File: src/rtl/router_input_buffer.sv
// -----------------------------------------------------------------------------
// router_input_buffer
//
// Receive end of a credit-based router link. Incoming flits are stored in a
// FIFO whose depth matches the upstream credit count. The head flit is shown
// to the output-port arbiters. Each shown flit is marked as header and/or tail
// using the payload-length field of its packet's header flit. Every popped flit
// returns one credit upstream as a one-cycle pulse on yummy_out.
//
// Optional feature macro: ROUTER_INPUT_OVERFLOW_CHECK_EN
//   defined   : overflow_err is a sticky flag. It is set when a flit arrives
//               while the FIFO is full and nothing is popped in that cycle.
//   undefined : overflow_err is tied to 0 and no detection logic is built.
//   The dropped flit is handled the same way in both builds.
//
// Ports
//   clk           in   1      clock, rising-edge active
//   reset         in   1      synchronous reset, active-low
//   valid_in      in   1      data_in carries a flit this cycle
//   data_in       in   WIDTH  incoming flit
//   thanks_in     in   1      pop the head flit (ignored while empty)
//   data_out      out  WIDTH  head flit of the FIFO (combinational read)
//   valid_out     out  1      FIFO not empty
//   head_out      out  1      data_out is a header flit
//   tail_out      out  1      data_out is the last flit of its packet
//   yummy_out     out  1      one-cycle credit return per pop
//   overflow_err  out  1      sticky credit-violation flag
// -----------------------------------------------------------------------------

`ifndef DATA_WIDTH
`define DATA_WIDTH 64
`endif
`ifndef XY_WIDTH
`define XY_WIDTH 8
`endif
`ifndef CHIP_ID_WIDTH
`define CHIP_ID_WIDTH 8
`endif
`ifndef PAYLOAD_LEN
`define PAYLOAD_LEN 8
`endif

module router_input_buffer #(
  parameter int WIDTH       = `DATA_WIDTH,
  parameter int BUFFER_SIZE = 32,
  parameter int BUFFER_BITS = 6,
  parameter int LEN_LSB     = 2 * (2 * `XY_WIDTH + `CHIP_ID_WIDTH),
  parameter int LEN_BITS    = `PAYLOAD_LEN
) (
  input  logic             clk,
  input  logic             reset,
  input  logic             valid_in,
  input  logic [WIDTH-1:0] data_in,
  input  logic             thanks_in,
  output logic [WIDTH-1:0] data_out,
  output logic             valid_out,
  output logic             head_out,
  output logic             tail_out,
  output logic             yummy_out,
  output logic             overflow_err
);

  // A depth of 1 still needs a 1-bit pointer.
  localparam int PTR_W = (BUFFER_SIZE > 1) ? $clog2(BUFFER_SIZE) : 1;
  localparam logic [PTR_W-1:0]       PTR_LAST  = PTR_W'(BUFFER_SIZE - 1);
  localparam logic [BUFFER_BITS-1:0] CNT_FULL  = BUFFER_BITS'(BUFFER_SIZE);

  typedef enum logic {
    PKT_HEAD = 1'b0,
    PKT_BODY = 1'b1
  } pkt_state_t;

  // ---------------------------------------------------------------------------
  // Storage and occupancy
  // ---------------------------------------------------------------------------
  logic [WIDTH-1:0]       mem [BUFFER_SIZE];
  logic [PTR_W-1:0]       wr_ptr_reg;
  logic [PTR_W-1:0]       rd_ptr_reg;
  logic [BUFFER_BITS-1:0] count_reg;
  logic                   yummy_reg;

  logic full;
  logic push;
  logic pop;

  assign full      = (count_reg == CNT_FULL);
  assign valid_out = (count_reg != '0);
  assign pop       = thanks_in & valid_out;
  // At full, a push is still accepted when the head leaves in the same cycle.
  // The freed slot is the one wr_ptr already points at, so order is preserved.
  assign push      = valid_in & (~full | pop);

  assign data_out  = mem[rd_ptr_reg];
  assign yummy_out = yummy_reg;

  // Storage has no reset. Its contents are only observed while count > 0.
  always_ff @(posedge clk) begin
    if (push) begin
      mem[wr_ptr_reg] <= data_in;
    end
  end

  always_ff @(posedge clk) begin
    if (!reset) begin
      wr_ptr_reg <= '0;
      rd_ptr_reg <= '0;
      count_reg  <= '0;
      yummy_reg  <= 1'b0;
    end else begin
      if (push) begin
        wr_ptr_reg <= (wr_ptr_reg == PTR_LAST) ? '0 : wr_ptr_reg + 1'b1;
      end
      if (pop) begin
        rd_ptr_reg <= (rd_ptr_reg == PTR_LAST) ? '0 : rd_ptr_reg + 1'b1;
      end
      case ({push, pop})
        2'b10:   count_reg <= count_reg + 1'b1;
        2'b01:   count_reg <= count_reg - 1'b1;
        default: count_reg <= count_reg;
      endcase
      yummy_reg <= pop;
    end
  end

  // ---------------------------------------------------------------------------
  // Packet framing, tracked on the dequeue side
  // ---------------------------------------------------------------------------
  pkt_state_t          state_reg;
  pkt_state_t          state_next;
  logic [LEN_BITS-1:0] rem_reg;
  logic [LEN_BITS-1:0] rem_next;
  logic [LEN_BITS-1:0] head_len;

  assign head_len = data_out[LEN_LSB+LEN_BITS-1:LEN_LSB];

  always_ff @(posedge clk) begin
    if (!reset) begin
      state_reg <= PKT_HEAD;
      rem_reg   <= '0;
    end else begin
      state_reg <= state_next;
      rem_reg   <= rem_next;
    end
  end

  // rem counts the body flits still to come, including the one at the head.
  // BODY is only entered with rem >= 1, so the decrement cannot wrap.
  always_comb begin
    state_next = state_reg;
    rem_next   = rem_reg;
    head_out   = 1'b0;
    tail_out   = 1'b0;
    case (state_reg)
      PKT_HEAD: begin
        head_out = valid_out;
        tail_out = valid_out & (head_len == '0);
        if (pop && (head_len != '0)) begin
          rem_next   = head_len;
          state_next = PKT_BODY;
        end
      end
      PKT_BODY: begin
        tail_out = valid_out & (rem_reg == LEN_BITS'(1));
        if (pop) begin
          rem_next = rem_reg - 1'b1;
          if (rem_reg == LEN_BITS'(1)) begin
            state_next = PKT_HEAD;
          end
        end
      end
      default: begin
        state_next = PKT_HEAD;
      end
    endcase
  end

  // ---------------------------------------------------------------------------
  // Credit-violation detection
  // ---------------------------------------------------------------------------
`ifdef ROUTER_INPUT_OVERFLOW_CHECK_EN
  logic overflow_reg;
  logic overflow_event;

  // The upstream sent a flit without holding a credit. The flit is dropped
  // by the push qualification above.
  assign overflow_event = valid_in & full & ~pop;

  always_ff @(posedge clk) begin
    if (!reset) begin
      overflow_reg <= 1'b0;
    end else if (overflow_event) begin
      overflow_reg <= 1'b1;
    end
  end

  assign overflow_err = overflow_reg;
`else
  assign overflow_err = 1'b0;
`endif

endmodule

File: config.mk
export PLATFORM = sky130hd
export DESIGN_NAME = router_input_buffer
export DESIGN_NICKNAME = d
export VERILOG_FILES = /design/src/rtl/router_input_buffer.sv
export SDC_FILE = /design/constraint.sdc
export NUM_CORES = 2
export LEC_CHECK = 0
export ABC_CLOCK_PERIOD_IN_PS = 7100
export CORE_UTILIZATION = 61
export DETAILED_ROUTE_END_ITERATION = 10
export PLACE_DENSITY = 0.78
export SLEW_MARGIN = 30
export SYNTH_ARGS = -nofsm -noshare
export SYNTH_HDL_FRONTEND = slang
export SYNTH_SLANG_ARGS = --single-unit
File: constraint.sdc
create_clock -name clk -period 7.1 [get_ports clk]
set_input_delay 1.065 -clock clk [delete_from_list [all_inputs] [get_ports clk]]
set_output_delay 1.065 -clock clk [all_outputs]
set_load 0.02 [all_outputs]
==> impl.org <==
** Status
- Outcome :: completed

** STA
- Rel. slew slack :: 26.6%
- The final number of hold-violating endpoints was 0.
- Clock skew on the completed layout was measured at around 0.033 ns.
- Setup repair after global routing left no endpoint under its margin.
- Measured slew at the worst slew-check pin :: 1.10 ns
- Setup violations remaining at the end of the flow were counted as 0.
- Min cycle time layout :: 6.03 ns
- Final cycle utilization of the critical path :: between 80% and 90%
- Aggregate negative setup slack :: 0 ns
- Max Freq :: approximately 170 MHz
- The number of max-slew violations in the final report is 0.

** Floorplan
- Chip Height :: 363 um
- Starting utilization of the core area :: 61.9%
- The die covers 132,000 um^2.
- Row count :: 131
- Die X :: ~360 um
- Core ar. :: 128,000 um^2
- During I/O placement, the number of pins put on the boundary was 137.

** Routing
- After detailed routing, the number of vias per cell comes to 7.15.
- Average wire length per cell after detail routing :: a little under 40 um
- DRT Pass-1 Iters :: 5
- For this run, design rule violations remaining after detail routing come to 0.
- The count of nets left with antenna violations once routing finished came out at 0.
- Vias after detailed routing :: 38,300
- Wirelength, routed :: about 210,000 um
- After the first detailed-routing iteration, the DRC count stood at 6,531.

** Power and ir drop
- Dividing total power by cell area gives a power density of approximately 330 nW/um^2.
- The worst-case IR drop observed on VDD is 0.307 mV.
- Total leakage power :: 27.1 nW

** Synthesis
- Post-synth design cell area :: just under 80,000 um^2
- Synthesis-stage register bit count :: 2,079
- For this run, the leading register cell type out of synthesis is sky130_fd_sc_hd__edfxtp_1.
- Yosys mapped a number of flops with a built-in enable equal to between 2,000 and 2,500.
- Synthesis instantiated 53 different standard cells from the library.
- Mapped Avg Cell Area :: 24.9 um^2
- Counting every instance in the synthesized netlist gives around 3,200.
- For this run, the number of Yosys warnings is 0.
- Async set or reset register ratio after synthesis :: 0%
- When the netlist entered floorplanning its net count stood at approximately 3,300.
- Sequential-to-total area share from yosys stat :: about four fifths

** Clock tree
- Cts repair resizes :: 0
- CTS saw 2,079 sinks.
- In this run the deepest clock path goes through 3 buffers.
- For this design, the CTS-stage hold fixing added 0 buffers.
- Depth of the CTS H-tree :: 4
- TritonCTS clock tree :: yes
- The tree is rooted in a sky130_fd_sc_hd__clkbuf_16.
- Clock latency at the later pin of the worst-skew pair :: ~0.83 ns
- Clock buffers created by TritonCTS :: around 200
- Post-CTS Repair Setup Buffers :: 0
- Clock transition at the registers of the reported paths :: 0.06 ns

** Global routing
- Global route overflow :: 0
- Vias in the first global route :: roughly 40,000
- Total routing usage reported by global routing :: 32.2%
- The number of antenna violations at the first check in global routing was 15.
- Entering global routing, the biggest net connects 135 pins.
- Wire length of the first global-routing pass :: a little under 300,000 um

** Worst setup path
- Most prevalent standard cell on the critical path :: sky130_fd_sc_hd__mux4_2
- STA classifies the critical path endpoint as an output pin.
- Along the worst path, the maximum fanout reaches 56.
- Kind of start point of the critical path :: register
- For this run, the slowest stage of the critical path takes 0.98 ns.
- Crit path arrival time :: 4.97 ns
- CP delay by family, top :: multiplexers
- Data required time at the worst endpoint :: 6.03 ns
- Walking the worst path, the cells encountered are buf_4, mux4_2, mux4_2, mux2_2, nor4_4, nand3_1, a21oi_1, clkdlybuf4s50_1.
- Cell type of the slowest stage on the worst timing path :: sky130_fd_sc_hd__dfxtp_4
- The critical path contains buffers and inverters numbering 2 combined.
- The setup path with the least slack is of type register to output pin.

** Finish
- The register with the most flip-flops in the layout has about 2,000 of them.
- Of the cells placed in the final design, the portion with a size suffix greater than 1 is 32.0%.
- Once layout is complete, the cells apart from fillers number 5,358.
- From synthesis to final layout, the design area changed by 13.1%.
- Final nets :: 3,543

** Place
- During placement, the flow inserted port buffers numbering 135.
- Placer Congestion :: around 0.78
- After legalization and detailed placement, the total HPWL measured 96,800 um.
- Once placement completed, the tool counted placed cells totaling about 5,000.

** Run
- Number of maximum-capacitance violations :: 0

** Worst hold path
- The path class of the tightest hold or removal check is register to register.
## metrics by stage
stage | setup slack (ns) | power (mW) | utilization (%) | hold WS (ns) | instance area [um^2]
2_1_floorplan | 2.34 | 18.2 | - | 0.455 | 79400
3_3_place_gp | 2.07 | 19.5 | 65.0 | 0.456 | 83400
3_5_place_dp | 2.01 | 19.7 | 65.1 | 0.485 | 83600
4_1_cts | 1.03 | 30.1 | 70.0 | 0.497 | 89900
5_1_grt | 0.874 | 30.8 | 69.9 | 0.516 | 89800
6_report | 1.07 | 30.0 | 69.9 | 0.502 | 89800
## worst reg2reg max path, cell delays in order, from the launching register on
cell                      delay [ns]
sky130_fd_sc_hd__dfxtp_1        0.40
sky130_fd_sc_hd__nor3_1         0.11
sky130_fd_sc_hd__nand2_1        0.21
sky130_fd_sc_hd__o21a_1         0.55
sky130_fd_sc_hd__nand2_1        0.66
sky130_fd_sc_hd__nor2_4         1.04
sky130_fd_sc_hd__buf_12         0.51
## layout make-up
class	count	area [um^2]
Sequential cell	2079	62100
Fill cell	6973	38600
Multi-Input combinational cell	930	16700
Clock buffer	235	5090
Timing Repair Buffer	238	2390
Tap cell	1729	2160
Clock inverter	123	1190
Inverter	17	63.8
Antenna cell	7	17.5
## routing by layer
metal  track usage (%)  wire length (um)  vias to the layer above
met2              52.4            103000                     3234
li1                  -                 -                    14400
met5            0.0740                46                        -
met1              43.0             70500                    20100
met3              6.88             25300                      562
met4              12.8              8350                        8
## kinds of logic (layout without fill, tap and decap cells)
kind of cell	Yosys count	count (layout)	synth area share [%]
other	1	8	0.00472
AOI/OAI and AO/OA	64	64	0.549
muxes	717	717	19.1
DFF	2079	2079	78.3
adders and majority gates	14	14	0.230
buffers and inverters	176	613	1.02
xor gates and xnor gates	4	4	0.0441
and+or+nand+nor	130	130	0.782
## power by group
| group | switching (mW) | leakage, nW | internal [mW] |
|---|---|---|---|
| registers | 0.178 | 18.7 | 13.6 |
| logic | 2.76 | 5.32 | 2.96 |
| clock network | 4.60 | 3.06 | 5.85 |
## placed cells by master (no fill, tap or decap), drive strengths merged, types with 3 or more instances in the layout
cell type,netlist,routed
clkbuf,78,235
o22ai,5,5
clkdlybuf4s50,0,94
diode,0,7
clkinvlp,0,8
mux2i,18,18
nand2,33,33
nor2b,3,3
xnor2,4,4
nand3b,4,4
buf,81,144
a31oi,6,6
mux2,68,68
mux4,631,631
inv,16,27
nor3b,3,3
bufinv,0,20
a21o,4,4
and3,5,5
nand2b,4,4
a221oi,4,4
nor2,55,55
nand3,8,8
o21ai,9,9
ha,13,13
a21oi,23,23
clkinv,1,85
edfxtp,2048,2048
nor3,5,5
dfxtp,31,31
a211oi,3,3
## synthesized netlist by cell type (3+ instances only)
cell                       count  area share [%]
sky130_fd_sc_hd__mux2_2       67            0.95
sky130_fd_sc_hd__ha_1         13            0.20
sky130_fd_sc_hd__buf_6         5           0.071
sky130_fd_sc_hd__nand3_1       8           0.050
sky130_fd_sc_hd__a21o_1        4           0.038
sky130_fd_sc_hd__mux4_2      626              18
sky130_fd_sc_hd__inv_1        16           0.076
sky130_fd_sc_hd__nand3b_1      4           0.038
sky130_fd_sc_hd__nor2b_1       3           0.024
sky130_fd_sc_hd__mux2i_1      18            0.23
sky130_fd_sc_hd__nor2_1       55            0.26
sky130_fd_sc_hd__a21oi_1      22            0.14
sky130_fd_sc_hd__xnor2_1       4           0.044
sky130_fd_sc_hd__and3_1        5           0.039
sky130_fd_sc_hd__nor3_1        5           0.032
sky130_fd_sc_hd__buf_2        60            0.38
sky130_fd_sc_hd__edfxtp_1   2048              77
sky130_fd_sc_hd__dfxtp_1      31            0.78
sky130_fd_sc_hd__buf_1         7           0.033
sky130_fd_sc_hd__o22ai_1       5           0.039
sky130_fd_sc_hd__clkbuf_1     78            0.37
sky130_fd_sc_hd__a221oi_2      3           0.057
sky130_fd_sc_hd__nand2b_1      4           0.032
sky130_fd_sc_hd__buf_4         9           0.085
sky130_fd_sc_hd__mux4_1        5            0.17
sky130_fd_sc_hd__a31oi_1       6           0.047
sky130_fd_sc_hd__nand2_1      33            0.16
sky130_fd_sc_hd__o21ai_0       7           0.044
## worst paths after layout
kind	slack, ns	end	from	cells after the start
worst max-delay path	1.07	tail_out	register	8
worst min-delay path	0.50	register	rd_ptr_reg[4]	2
worst max register to register	3.20	mem[1][59]	count_reg[0]	6
worst min register to register	0.50	register	rd_ptr_reg[4]	2
Note: power is estimated with default switching activity, not from simulation.
